File: src/rtl/way_select_controller.sv
// way_select_controller
//
// Sequences the 8-way line-select multiplexor of the L2 data array. For each
// request the tag stage hands over hit, valid and dirty vectors. The block
// picks the hit way on a hit. On a miss it picks a victim: the first invalid
// way, or the tree pseudo-LRU choice when every way is valid. It drives the
// mux select and holds it until the response is consumed, and it flags misses
// whose victim must be written back first.
//
// Parameters:
//   ways     number of ways (power of two, >= 2); select is $clog2(ways) bits
//   setBits  set index width; one (ways-1)-bit PLRU tree per set
//
// Ports:
//   clock, reset      rising-edge clock, asynchronous active-high reset
//   reqValid/reqReady request handshake (single outstanding request)
//   reqSet            set index of the request
//   hitVec            per-way tag match
//   validVec          per-way line valid
//   dirtyVec          per-way line dirty
//   select/selValid   registered mux select and its qualifier
//   rspValid/rspReady response handshake
//   rspHit            the request hit
//   rspWay            chosen way (always equal to select)
//   rspEvict          miss whose victim is valid and dirty (writeback needed)
//
// Optional feature (macro WAY_SELECT_MULTIHIT_CHECK_EN):
//   adds output rspMultiHit, high when more than one hitVec bit was set.
//   The way is still the lowest hitting index.

module way_select_controller #(
  parameter int ways    = 8,
  parameter int setBits = 4
) (
  input  logic                     clock,
  input  logic                     reset,
  input  logic                     reqValid,
  output logic                     reqReady,
  input  logic [setBits-1:0]       reqSet,
  input  logic [ways-1:0]          hitVec,
  input  logic [ways-1:0]          validVec,
  input  logic [ways-1:0]          dirtyVec,
  output logic [$clog2(ways)-1:0]  select,
  output logic                     selValid,
  output logic                     rspValid,
  input  logic                     rspReady,
  output logic                     rspHit,
  output logic [$clog2(ways)-1:0]  rspWay,
  output logic                     rspEvict
`ifdef WAY_SELECT_MULTIHIT_CHECK_EN
  ,
  output logic                     rspMultiHit
`endif
);

  localparam int selW    = $clog2(ways);
  localparam int numSets = 2 ** setBits;
  localparam int nodes   = ways - 1;

  typedef enum logic [1:0] {
    IDLE,
    DECIDE,
    RESPOND
  } stateT;

  stateT               state;
  logic [setBits-1:0]  setReg;
  logic [ways-1:0]     hitReg;
  logic [ways-1:0]     validReg;
  logic [ways-1:0]     dirtyReg;
  logic [nodes-1:0]    plru [numSets];

  logic [nodes-1:0]    setPlru;
  logic [nodes-1:0]    touchedPlru;
  logic [selW-1:0]     hitWay;
  logic [selW-1:0]     freeWay;
  logic [selW-1:0]     victimWay;
  logic [selW-1:0]     decidedWay;
  logic                decidedHit;
  logic                decidedEvict;
  logic                anyFree;

  assign setPlru = plru[setReg];

  // Way decision for the registered request. Scanning from the top down means
  // the last match written is the lowest index, which is the priority we want
  // for both hits and free ways. The PLRU walk goes root to leaf, each node
  // bit choosing the lower (0) or upper (1) half; the chosen bits, MSB first,
  // form the victim way. Node lookups compare against every node index rather
  // than indexing with a computed value so the walk stays a plain mux tree.
  // A dirty victim only needs writeback when it was valid, which is only the
  // case on the all-valid PLRU path.
  always_comb begin
    int   node;
    logic b;
    node       = 0;
    b          = 1'b0;
    hitWay     = '0;
    freeWay    = '0;
    victimWay  = '0;
    decidedHit = |hitReg;
    anyFree    = ~&validReg;

    for (int i = ways - 1; i >= 0; i--) begin
      if (hitReg[i]) hitWay = selW'(i);
      if (!validReg[i]) freeWay = selW'(i);
    end

    for (int lvl = 0; lvl < selW; lvl++) begin
      b = 1'b0;
      for (int n = 0; n < nodes; n++) begin
        if (n == node) b = setPlru[n];
      end
      victimWay = (victimWay << 1) | selW'(b);
      node      = 2 * node + 1 + int'(b);
    end

    if (decidedHit) begin
      decidedWay   = hitWay;
      decidedEvict = 1'b0;
    end else if (anyFree) begin
      decidedWay   = freeWay;
      decidedEvict = 1'b0;
    end else begin
      decidedWay   = victimWay;
      decidedEvict = dirtyReg[victimWay];
    end
  end

  // New PLRU tree for the registered set once the chosen way is touched: every
  // node on the root-to-leaf path of that way is set to point away from it,
  // so the next victim walk steers elsewhere. Nodes off the path are kept.
  always_comb begin
    int              node;
    logic            b;
    logic [selW-1:0] wayBits;
    node        = 0;
    b           = 1'b0;
    wayBits     = rspWay;
    touchedPlru = setPlru;

    for (int lvl = 0; lvl < selW; lvl++) begin
      b = wayBits[selW-1];
      for (int n = 0; n < nodes; n++) begin
        if (n == node) touchedPlru[n] = ~b;
      end
      node    = 2 * node + 1 + int'(b);
      wayBits = wayBits << 1;
    end
  end

  // Controller sequence: accept and capture the request in IDLE, register the
  // decision in DECIDE, then hold every output in RESPOND until the consumer
  // takes the response. The PLRU is only written at the response handshake,
  // so a reset that lands mid-transaction leaves no trace in the trees. The
  // response fields and select are left alone on return to IDLE so the mux
  // keeps its last setting.
  always_ff @(posedge clock or posedge reset) begin
    if (reset) begin
      state    <= IDLE;
      reqReady <= 1'b1;
      setReg   <= '0;
      hitReg   <= '0;
      validReg <= '0;
      dirtyReg <= '0;
      select   <= '0;
      selValid <= 1'b0;
      rspValid <= 1'b0;
      rspHit   <= 1'b0;
      rspWay   <= '0;
      rspEvict <= 1'b0;
`ifdef WAY_SELECT_MULTIHIT_CHECK_EN
      rspMultiHit <= 1'b0;
`endif
      for (int k = 0; k < numSets; k++) begin
        plru[k] <= '0;
      end
    end else begin
      case (state)
        IDLE: begin
          if (reqValid) begin
            setReg   <= reqSet;
            hitReg   <= hitVec;
            validReg <= validVec;
            dirtyReg <= dirtyVec;
            reqReady <= 1'b0;
            state    <= DECIDE;
          end
        end
        DECIDE: begin
          select   <= decidedWay;
          rspWay   <= decidedWay;
          rspHit   <= decidedHit;
          rspEvict <= decidedEvict;
`ifdef WAY_SELECT_MULTIHIT_CHECK_EN
          rspMultiHit <= |(hitReg & (hitReg - ways'(1)));
`endif
          selValid <= 1'b1;
          rspValid <= 1'b1;
          state    <= RESPOND;
        end
        RESPOND: begin
          if (rspValid && rspReady) begin
            plru[setReg] <= touchedPlru;
            selValid     <= 1'b0;
            rspValid     <= 1'b0;
            reqReady     <= 1'b1;
            state        <= IDLE;
          end
        end
        default: begin
          state <= IDLE;
        end
      endcase
    end
  end

endmodule
File: config.mk
export PLATFORM = sky130hd
export DESIGN_NAME = way_select_controller
export DESIGN_NICKNAME = d
export VERILOG_FILES = /design/src/rtl/way_select_controller.sv
export SDC_FILE = /design/constraint.sdc
export NUM_CORES = 1
export LEC_CHECK = 0
export CAP_MARGIN = 20
export CORE_MARGIN = 1.5
export CORE_UTILIZATION = 54
export DETAILED_ROUTE_END_ITERATION = 8
export PLACE_DENSITY_LB_ADDON = 0.2
export SLEW_MARGIN = 0
export SYNTH_ARGS = -nofsm -noshare
export SYNTH_HDL_FRONTEND = slang
export SYNTH_SLANG_ARGS = --single-unit
File: constraint.sdc
create_clock -name clock -period 4.7 [get_ports clock]
set_input_delay 0.94 -clock clock [delete_from_list [all_inputs] [get_ports clock]]
set_output_delay 0.94 -clock clock [all_outputs]
set_load 0.02 [all_outputs]
Word level (Yosys, flattened, before mapping). Cells that the tools add are included.

Equality and inequality tests: 28. $lt $le $gt $ge: 3. Reductions and logical operators: 16. Mux-type cells: 64. Bitwise operators: 6. $add $sub $neg: 6.

Operators by type and width (number): $logic_not A32 Y1 (4); $bwmux W112 (1); $mux W3 (18); $mux W1 (34); $eq A3 B5 Y1 const A (6); $bmux W7 S4 (1); $demux W7 S4 (1); $mux W7 (3); $eq A2 B5 Y1 const A (4); $eq A3 B2 Y1 const A (6); $add A4 B1 Y5 (2); $eq A1 B5 Y1 const A (2); $add A3 B1 Y4 const B (2); $eq A2 B2 Y1 const A (4); $reduce_and A2 Y1 (4); $reduce_and A8 Y1 (1); $reduce_or A8 Y1 (1); $pmux W2 S3 (1); $ge A5 B5 Y1 const B (1); $lt A5 B1 Y1 const B (1); $not A4 Y5 (1); $add A1 B1 Y2 const A (2); $eq A1 B2 Y1 const A (2); $lt A3 B4 Y1 const B (1); 13 further kinds (20).

Register bits after elaboration: 149. Word-level logic and storage cells: 149. Output and inout bits: 11. Bits of input ports: 32.

Longest topological paths before layout. Gate-level depths: netlist (run 1).

Depth after elaboration: 27. Gate-level depth with buffers: 9. Gate-level depth less buffers: 6.

Least setup slack after synthesis (run 1). OpenSTA, ideal clock, no wires.

Kind: register -> register. Start: reg setReg[0]. End: reg rspWay[0]. Path slack: 2.268 ns. Data arrival time: 2.306 ns. Cell stages (with the launch flop): 8. Data required time: 4.574 ns. Period minus slack after synthesis: 2.432 ns. Buffers on the path: 2. Library setup time: 0.126 ns. Cells stage by stage: dfrtp_1 buf_6 buf_6 mux4_2 a22o_1 a221oi_4 mux2_2 a221o_1.

Cells in the longest elaborated chain, start to end: 25. Elaborated cells between the ends (all ways): 38. Those cells by class: 3 x add/sub; 12 x eq/ne; 19 x mux; 2 x bitwise; 2 x reduce/logical.

Ends and longest elaborated chain: start: declaration (RTL line 67) `logic [setBits-1:0] setReg;`; start signal: assignment (RTL line 182) `setReg <= reqSet;`; $not A4 Y5 (not written as such) (*) (RTL line 83) `assign setPlru = plru[setReg];`; $bmux W7 S4 (*) (RTL line 83); $mux W7 (not written as such) (*) (2 in series) (RTL line 83); $add A1 B1 Y2 (RTL line 115) `node = 2 * node + 1 + int'(b);`; $logic_not A32 Y1 (RTL line 112) `if (n == node) b = setPlru[n];`; $mux W1 (7 in series) (RTL line 112); $add A4 B1 Y5 (RTL line 115); $logic_not A32 Y1 (RTL line 112); $mux W1 (6 in series) (RTL line 112); $mux W1 (*) (RTL line 112); $or A3 B1 Y3 (*) (RTL line 114) `victimWay = (victimWay << 1) | selW'(b);`; $mux W3 (*) (RTL line 121) `end else if (anyFree) begin`; $mux W3 (*) (RTL line 118) `if (decidedHit) begin`; end signal: assignment (RTL line 192) `rspWay <= decidedWay;`; end: declaration (RTL line 48) `output logic [$clog2(ways)-1:0] rspWay,`.

Every way passes the cells marked *; elsewhere a longest branch is shown, timed or not. The select of a mux whose other input is x is not followed. A chain may end at the register's enable or synchronous reset.

Final worst setup path (run 1).
Start: reg setReg[0]. End: reg plru[65] (netlist name).

Cells in the longest elaborated chain, start to end: 7. Elaborated cells between the ends (all ways): 12. Those cells by class: 2 x order compare; 8 x mux; 1 x bitwise; 1 x reduce/logical.

Ends and longest elaborated chain: $not A4 Y5 (not written as such) (*) (RTL line 83, 204); $bmux W7 S4 (RTL line 83); $mux W7 (not written as such) (2 in series) (RTL line 83); $mux W1 (2 in series) (RTL line 145) `if (n == node) touchedPlru[n] = ~b;`; $bwmux W112 (*) (RTL line 204) `plru[setReg] <= touchedPlru;`; end signal: indexed assignment (RTL line 204); end: declaration (RTL line 71) `logic [nodes-1:0] plru [numSets];`.

Marks and branches as above.

==> impl_metrics.json, run 1 <==
{
  "status": "finished clean",
  "muxShareOfSynthArea_pct": 18.3,
  "synth_most_common_cell": "dfrtp_1",
  "slew_headroom_pct": 27.1,
  "worstHoldEndpoint": "reqReady",
  "grt_first_pass_wirelength_mm": 26.2,
  "fp-row-count": 41,
  "skew_ns": 0.00929,
  "finalSetupViolations": 0,
  "die_width_um": 116,
  "firstDrtPassIters": 5,
  "drive_gt1_share_pct": 17.1,
  "drtAntennaViolNets": 0,
  "critPathLaunchType": "register",
  "cts_sinks": 149,
  "clk_path_buf_depth": 2,
  "finalCritPeriodShare_pct": 70.2,
  "critPathCaptureType": "register",
  "synth_nets": 663,
  "synth.distinct_cells": 49,
  "die-height_um": 116,
  "final_cells": 840,
  "hold_slack_ns": 0.462,
  "crit_family": "compound AO/OA/AOI/OAI gates",
  "holdPathStages": 2,
  "synth-adder-area-share_pct": 0,
  "synthXorXnorAreaFrac_pct": 0,
  "wl_per_cell_um": 19.1,
  "synth_edf_count": 0,
  "clk_latency_ns": 0.43,
  "post-route-util_pct": 64.5,
  "num-nets-final": 687,
  "synth_simple_gate_area_share_pct": 12.1,
  "finalPower_mw": 5.72,
  "hp-start": "reqReady",
  "slew_violations": 0,
  "drc_errors": 0,
  "path_clk_slew_ns": 0.06,
  "syn_avg_cell_area_um2": 11.0,
  "ys_seq_elements": 149,
  "cap_violations": 0,
  "vias": 4906,
  "ir_drop_mv": 0.408,
  "die_area_mm2": 0.0136,
  "syn2layout_area_growth_pct": 16.7,
  "cts_hold_buf": 0,
  "slowest_delay_ns": 0.68,
  "tightest_slew_ns": 1.09,
  "totalWireLength_mm": 16.0,
  "min_path_type": "register to register",
  "netlist_instances": 631,
  "synth-async-reset-ratio_pct": 100,
  "r2r-start": "setReg[0]",
  "cp.depth": 6,
  "ff2ff_path_depth": 6,
  "grt_max_degree": 150,
  "crit_chain": "buf_4 -> mux4_1 -> a22o_1 -> a221oi_4 -> o21a_1 -> o21ai_0",
  "dp_hpwl_mm": 10.9,
  "root_buffer": "clkbuf_16",
  "slowest_stage": "dfrtp_1",
  "crit-reg2reg-capture": "plru[65]",
  "routabilityCongestion": 0.887,
  "tns_ns": 0,
  "fin_crit_ns": 3.30,
  "antenna_found_initial": 0,
  "via_per_inst": 5.84,
  "synth_warnings": 0,
  "grt_pass1_vias": 4989,
  "synth_common_cells": "148 x dfrtp_1, 128 x nand2_1, 96 x o21ai_0",
  "cp_max_fo": 17,
  "drtIter0Drc": 364,
  "dp_cells": 808,
  "final-hold-violation-count": 0,
  "antenna_cells": 0,
  "cts_setup_buffers": 0,
  "cp_data_arrival_time_ns": 3.56,
  "synth_area_leaders": "dfrtp_1 53%, mux2_2 8.9%, o21ai_0 6.9%, nand2_1 6.9%, mux4_2 3.9%",
  "synth_area_leader_cell": "dfrtp_1",
  "power_per_cell_area_mw_per_mm2": 706,
  "synth_ff_type": "dfrtp_1",
  "htree_levels": 4,
  "cts_inserted_buffers": 17,
  "rsz0062_at_grt": "false",
  "grt_overflow": 0,
  "initial_utilization_pct": 55.3,
  "cts_tree": "built",
  "synth_top_family_by_area": "multiplexers",
  "leakagePower_nw": 3.60,
  "crit_buf_inv": 1,
  "portBuffers": 42,
  "cts_resized": 0,
  "core_area_mm2": 0.0126,
  "crit_type": "register to register",
  "r2r_slack_ns": 1.40,
  "grt_usage_pct": 26.2,
  "syn_area_mm2": 0.00695,
  "seq_area_frac_synth_pct": 53.7,
  "synth_compound_area_share_pct": 12.4,
  "clock.fmax_mhz": 303,
  "io_pins": 43,
  "fillers": 1004,
  "cp.required_ns": 4.96,
  "yosysTopAreaCellShare_pct": 53.3
}
## placed cells by master (no fill, tap or decap), types with 3 or more instances in the layout
master,synthesis,final
dfrtp_1,148,148
nand2_1,128,128
o21ai_0,96,96
mux2_2,55,55
clkdlybuf4s50_1,0,42
nor2_1,22,21
a21oi_1,20,20
clkbuf_16,0,17
mux2i_1,14,14
mux4_2,12,12
nor2b_1,9,9
a22oi_1,8,8
mux4_1,8,8
nand2b_1,7,7
inv_1,6,5
and2_1,5,5
bufinv_16,0,5
buf_4,6,5
nor3_1,4,4
clkinvlp_4,0,4
nor4_1,3,3
a21o_1,3,3
o21a_1,3,3
## power by group
group	total, mW	switching [mW]	internal (mW)
registers	2.22	0.448	1.77
clock network	1.51	0.536	0.970
logic	2.00	1.09	0.914
## metrics by stage
| step | setup slack [ns] | area (µm²) |
|---|---|---|
| 2_1_floorplan | 1.89 | 6950 |
| 3_3_place_gp | 1.20 | 7420 |
| 3_5_place_dp | 1.31 | 7450 |
| 4_1_cts | 1.40 | 8110 |
| 5_1_grt | 1.19 | 8110 |
| 6_report | 1.40 | 8110 |
## logic make-up (layout without fill, tap and decap cells)
group / after synthesis / in the layout
buf+inv: 50 / 87
compound gates: 148 / 148
simple gates: 193 / 193
mux: 91 / 91
flops: 149 / 149
## worst max path at each step
| stage | startpoint | endpoint | slack [ns] |
|---|---|---|---|
| after floorplan | reset | dirtyReg[0] | 1.89 |
| after global placement | setReg[1] | plru[59] | 1.20 |
| after detailed placement | rspReady | plru[83] | 1.31 |
| after CTS | setReg[0] | plru[65] | 1.40 |
| after global routing | setReg[0] | plru[19] | 1.19 |
| final | setReg[0] | plru[65] | 1.40 |
## final cells by class
type	instances	area, µm²	share of cell area (%)
clock inverters	12	200	2.47
inverters	6	26.3	0.324
well taps	172	215	2.65
repair buffers	49	505	6.23
flip-flops and latches	149	3730	46.0
multi-input cells	432	2970	36.7
clock buffers	20	457	5.63
## metal layers
metal  GRT usage (%)  wire length, µm  vias up
met5               0                0        -
met4            10.2              402        0
met3            6.80              812       31
met2            42.1             7730      161
met1            34.5             7070     2440
li1                -                -     2274
## registers in the layout, indices dropped and copies added (netlist names)
signal,count
rspHit,1
dirtyReg,8
rspWay,3
state,2
rspValid,1
plru,112
hitReg,8
validReg,8
setReg,4
reqReady,1
rspEvict,1
## worst min-delay path: cells and delay by family, from the launching register on
| kind | cells | cell delay, ns |
|---|---|---|
| AND/OR/NAND/NOR | 2 | 0.09 |
| flip-flops | 1 | 0.37 |
Power figures use the tool's default switching activity.
==> inputs of run 2 (changes only) <==
Settings changed: CORE_UTILIZATION 54 to 59.
Clock period 4.7 ns to 3.22 ns, I/O delays scaled along.
==> run 2 against run 1 <==
Net effect: setup slack worse by 0.99 ns; cell count is 2.0% lower; critical endpoint is now rspEvict; largest cell class unchanged; combinational power is 57% higher; largest power group is now combinational cells; critical path depth is 1 higher; design area is 0.22% lower; first-iteration DRC count is 26% higher; flip-flop and latch count stayed put.
==> impl_metrics.json, run 2 (same netlist as run 1, synthesis figures left out) <==
{
  "status": "finished clean",
  "cp.required_ns": 3.52,
  "intPower_mw": 5.29,
  "ff2ff_path_depth": 7,
  "drtAntennaViolNets": 0,
  "antenna_found_initial": 0,
  "vias": 4967,
  "cp_data_arrival_time_ns": 3.11,
  "clock.fmax_mhz": 356,
  "path_clk_slew_ns": 0.06,
  "sequentialPowerShare_pct": 37.7,
  "ir_drop_mv": 0.779,
  "grt_max_degree": 62,
  "top_register": "plru",
  "p_sw_mw": 2.99,
  "finalCritPeriodShare_pct": 87.2,
  "cts_tree": "built",
  "grt_pass1_vias": 4990,
  "multiInputGateArea_mm2": 0.00297,
  "grtUsageMet3_pct": 5.55,
  "cap_violations": 0,
  "largest_reg_flops": 112,
  "htree_levels": 4,
  "cts_setup_buffers": 0,
  "grt_usage_pct": 27.4,
  "r2r-start": "setReg[0]",
  "cts_hold_buf": 0,
  "grtUsageMet2_pct": 42.3,
  "tns_ns": 0,
  "wl_per_cell_um": 19.2,
  "portBuffers": 42,
  "root_buffer": "clkbuf_16",
  "combPwrFrac_pct": 38.1,
  "gr-max-usage-layer": "met2",
  "routabilityCongestion": 0.856,
  "r2r_slack_ns": 0.41,
  "core_area_mm2": 0.0115,
  "fin_crit_ns": 2.81,
  "dp_hpwl_mm": 10.9,
  "rsz0062_at_grt": "false",
  "die-height_um": 112,
  "tightest_slew_ns": 0.657,
  "post-route-util_pct": 70.6,
  "slew_violations": 0,
  "holdPathStages": 2,
  "clk_latency_ns": 0.42,
  "cts_sinks": 149,
  "crit_type": "register to register",
  "io_pins": 43,
  "cts_inserted_buffers": 17,
  "finalSetupViolations": 0,
  "die_width_um": 112,
  "antenna_cells": 0,
  "cp_max_fo": 12,
  "p_clk_share_pct": 24.2,
  "drc_errors": 0,
  "fp-row-count": 39,
  "worstHoldEndpoint": "plru[61]",
  "dp_cells": 791,
  "initial_utilization_pct": 60.6,
  "crit-reg2reg-capture": "rspEvict",
  "seqCellArea_mm2": 0.00373,
  "use_met1_pct": 38.3,
  "skew_ns": 0.00800,
  "hp-start": "plru[61]",
  "critPathCaptureType": "register",
  "grt_overflow": 0,
  "critPathLaunchType": "register",
  "clk_path_buf_depth": 2,
  "final_cells": 823,
  "num-nets-final": 699,
  "power_per_cell_area_mw_per_mm2": 1020,
  "leakagePower_nw": 3.63,
  "fillers": 810,
  "min_path_type": "register to register",
  "cts_resized": 0,
  "syn2layout_area_growth_pct": 16.4,
  "drive_gt1_share_pct": 17.6,
  "drtIter0Drc": 460,
  "finalPower_mw": 8.27,
  "totalWireLength_mm": 15.8,
  "die_area_mm2": 0.0124,
  "firstDrtPassIters": 5,
  "power_switching_share_pct": 36.1,
  "grt_first_pass_wirelength_mm": 26.1,
  "final_common_cell": "dfrtp_1",
  "final-hold-violation-count": 0,
  "via_per_inst": 6.04,
  "layout_common_cells": "148 x dfrtp_1, 128 x nand2_1, 96 x o21ai_0, 55 x mux2_2, 42 x clkdlybuf4s50_1",
  "slew_headroom_pct": 56.1
}
## run 2: cell count changes in the layout (fill, tap and decap cells not counted)
cell / change
buf_12: +1
buf_16: -1
buf_4: +12
bufinv_16: -2
clkbuf_1: +6
clkbuf_8: +1
clkinv_4: -1
clkinvlp_4: -3
inv_6: -1
## run 2: metrics by stage
stage | instance area [µm²] | setup slack, ns | hold slack, ns
2_1_floorplan | 6950 | 0.702 | 0.442
3_3_place_gp | 7500 | 0.524 | 0.452
3_5_place_dp | 7500 | 0.442 | 0.466
4_1_cts | 8090 | 0.403 | 0.476
5_1_grt | 8090 | 0.271 | 0.489
6_report | 8090 | 0.411 | 0.475
## run 2: layout make-up
type	count	share of cell area (%)
Inverter	6	0.325
Timing Repair Buffer	61	7.27
Multi-Input combinational cell	432	36.8
Clock inverter	5	1.24
Clock buffer	27	6.09
Tap cell	143	2.21
Sequential cell	149	46.1
## run 2: power by group through the flow
| stage | registers, mW | logic (mW) | clock network (mW) |
|---|---|---|---|
| after floorplan | 2.98 | 2.27 | 0 |
| after global placement | 3.09 | 3.03 | 0 |
| after detailed placement | 3.13 | 3.10 | 0 |
| after CTS | 3.12 | 3.13 | 2.03 |
| after global routing | 3.21 | 3.42 | 2.11 |
| final | 3.12 | 3.15 | 2.00 |
## run 2: per-layer routing
layer | vias up | part of all wire, %
met3 | 36 | 4.6
li1 | 2299 | -
met5 | - | 0
met2 | 141 | 48
met4 | 0 | 2.5
met1 | 2491 | 45
## run 2: worst max path at each step
stage | from | endpoint | slack (ns)
6_report | setReg[0] | rspEvict | 0.41
3_5_place_dp | setReg[0] | rspEvict | 0.44
3_3_place_gp | setReg[0] | rspEvict | 0.52
4_1_cts | setReg[0] | rspEvict | 0.40
2_1_floorplan | reset | dirtyReg[0] | 0.70
5_1_grt | setReg[0] | rspEvict | 0.27
## run 2: worst max-delay path, stage by stage (launching register included)
cell and delay (ns):
dfrtp_1 0.41, buf_4 0.29, mux4_1 0.60, mux2_4 0.32
mux2_4 0.31, a2111oi_2 0.39, a311oi_1 0.08, a221o_1 0.28
==> inputs of run 3 (changes only) <==
Settings changed: CORE_ASPECT_RATIO set to 0.7.
==> run 3 against run 2 <==
Net effect: utilization rose by 1.9 points; count of clock-buffer cells in the layout down 7; sequential power rose by 3%; register-to-register slack worse by 0.10 ns; sequential share of layout area shrank 0.33 points; total power grew 2.3%; clock skew fell by 0.00079 ns; maximum frequency decreased by 3.5%; global-route usage up 2.0 points; critical endpoint unchanged; largest cell class unchanged; largest power group is now registers.
==> impl_metrics.json, run 3 (same netlist as run 1, synthesis figures left out) <==
{
  "ff2ff_path_depth": 6,
  "cp_data_arrival_time_ns": 3.21,
  "drive_gt1_share_pct": 18.6,
  "drtIter0Drc": 495,
  "slew_headroom_pct": 52.3,
  "layout_common_cells": "148 x dfrtp_1, 128 x nand2_1, 96 x o21ai_0, 55 x mux2_2, 42 x clkdlybuf4s50_1",
  "stdcell_area_mm2": 0.00815,
  "hp-start": "plru[19]",
  "skew_ns": 0.00721,
  "firstDrtPassIters": 5,
  "die_width_um": 133,
  "power_per_cell_area_mw_per_mm2": 1040,
  "die_area_mm2": 0.0125,
  "cts_inserted_buffers": 17,
  "crit-reg2reg-capture": "rspEvict",
  "clk_latency_ns": 0.42,
  "hold_slack_ns": 0.473,
  "via_per_inst": 6.11,
  "portBuffers": 42,
  "dpl_cell_area_mm2": 0.00752,
  "path_clk_slew_ns": 0.06,
  "antenna_cells": 0,
  "antenna_found_initial": 0,
  "min_path_type": "register to register",
  "top_register": "plru",
  "cts_resized": 0,
  "cp-startpoint": "setReg[1]",
  "io_pins": 43,
  "cts_hold_buf": 0,
  "leakagePower_nw": 3.64,
  "grt_first_pass_wirelength_mm": 27.4,
  "cp_max_fo": 14,
  "finalPower_mw": 8.46,
  "grt_usage_pct": 29.5,
  "status": "finished clean",
  "r2r-start": "setReg[1]",
  "wl_per_cell_um": 20.4,
  "syn2layout_area_growth_pct": 17.2,
  "slew_violations": 0,
  "grt_pass1_vias": 5144,
  "finalCritPeriodShare_pct": 90.4,
  "cp.required_ns": 3.52,
  "largest_reg_flops": 112,
  "vias": 5105,
  "tightest_slew_ns": 0.714,
  "cts_sinks": 149,
  "initial_utilization_pct": 61.8,
  "core_area_mm2": 0.0113,
  "r2r_slack_ns": 0.31,
  "seqCellArea_mm2": 0.00373,
  "drtAntennaViolNets": 0,
  "ir_drop_mv": 0.639,
  "root_buffer": "clkbuf_16",
  "grt_max_degree": 39,
  "clock.fmax_mhz": 343,
  "crit_type": "register to register",
  "critPathCaptureType": "register",
  "fillers": 771,
  "num-nets-final": 701,
  "cap_violations": 0,
  "htree_levels": 4,
  "final_common_cell": "dfrtp_1",
  "cts_setup_buffers": 0,
  "fp-row-count": 32,
  "rsz0062_at_grt": "false",
  "setup.worst_path.end": "rspEvict",
  "tns_ns": 0,
  "cts_tree": "built",
  "fin_crit_ns": 2.91,
  "multiInputGateArea_mm2": 0.00297,
  "dp_hpwl_mm": 11.7,
  "clk_path_buf_depth": 2,
  "totalWireLength_mm": 17.1,
  "final-hold-violation-count": 0,
  "die-height_um": 93.8,
  "grt_overflow": 0,
  "finalSetupViolations": 0,
  "critPathLaunchType": "register",
  "routabilityCongestion": 0.857,
  "drc_errors": 0
}
[run 3: area by class of cell]
| cell class | instances | area share (%) |
|---|---|---|
| clock buffers | 20 | 5.48 |
| inverters | 6 | 0.322 |
| flip-flops and latches | 149 | 45.8 |
| well taps | 153 | 2.35 |
| multi-input cells | 432 | 36.5 |
| clock inverters | 12 | 2.18 |
| repair buffers | 63 | 7.40 |
[run 3: worst max-delay path, cell delays in order, from the launching register on]
cell and delay [ns]:
dfrtp_1 0.79, mux4_1 0.41, mux2i_1 0.31, mux2_2 0.37, a2111oi_0 0.44, a41oi_1 0.12
a221o_1 0.33
[run 3: how the worst min path moves through the flow]
stage | to | slack [ns] | depth (start not counted)
2_1_floorplan | plru[16] | 0.44 | 2
3_3_place_gp | reqReady | 0.45 | 2
3_5_place_dp | plru[45] | 0.46 | 2
4_1_cts | plru[45] | 0.48 | 2
5_1_grt | plru[88] | 0.50 | 2
6_report | plru[19] | 0.47 | 2
[run 3: per-layer routing]
metal / vias to the layer above / GRT usage [%] / part of all wire, %
li1: 2311 / - / -
met1: 2584 / 42.5 / 45
met2: 182 / 44.8 / 47
met3: 28 / 6.04 / 6.5
met4: 0 / 10.7 / 1.8
met5: - / 0 / 0
[run 3: power by group]
part           internal, mW  leakage (nW)  total, mW  switching [mW]
Sequential             2.59          1.96       3.20           0.614
Combinational          1.44          1.39       3.17            1.73
Clock                  1.32         0.293       2.09           0.775
Total                  5.34          3.64       8.46            3.12
[run 3: through the flow]
| step | setup slack [ns] | instances | util (%) |
|---|---|---|---|
| after floorplan | 0.702 | 631 | - |
| after global placement | 0.396 | 803 | 66.9 |
| after detailed placement | 0.305 | 803 | 66.9 |
| after CTS | 0.290 | 835 | 72.4 |
| after global routing | 0.113 | 835 | 72.4 |
| final | 0.309 | 835 | 72.4 |
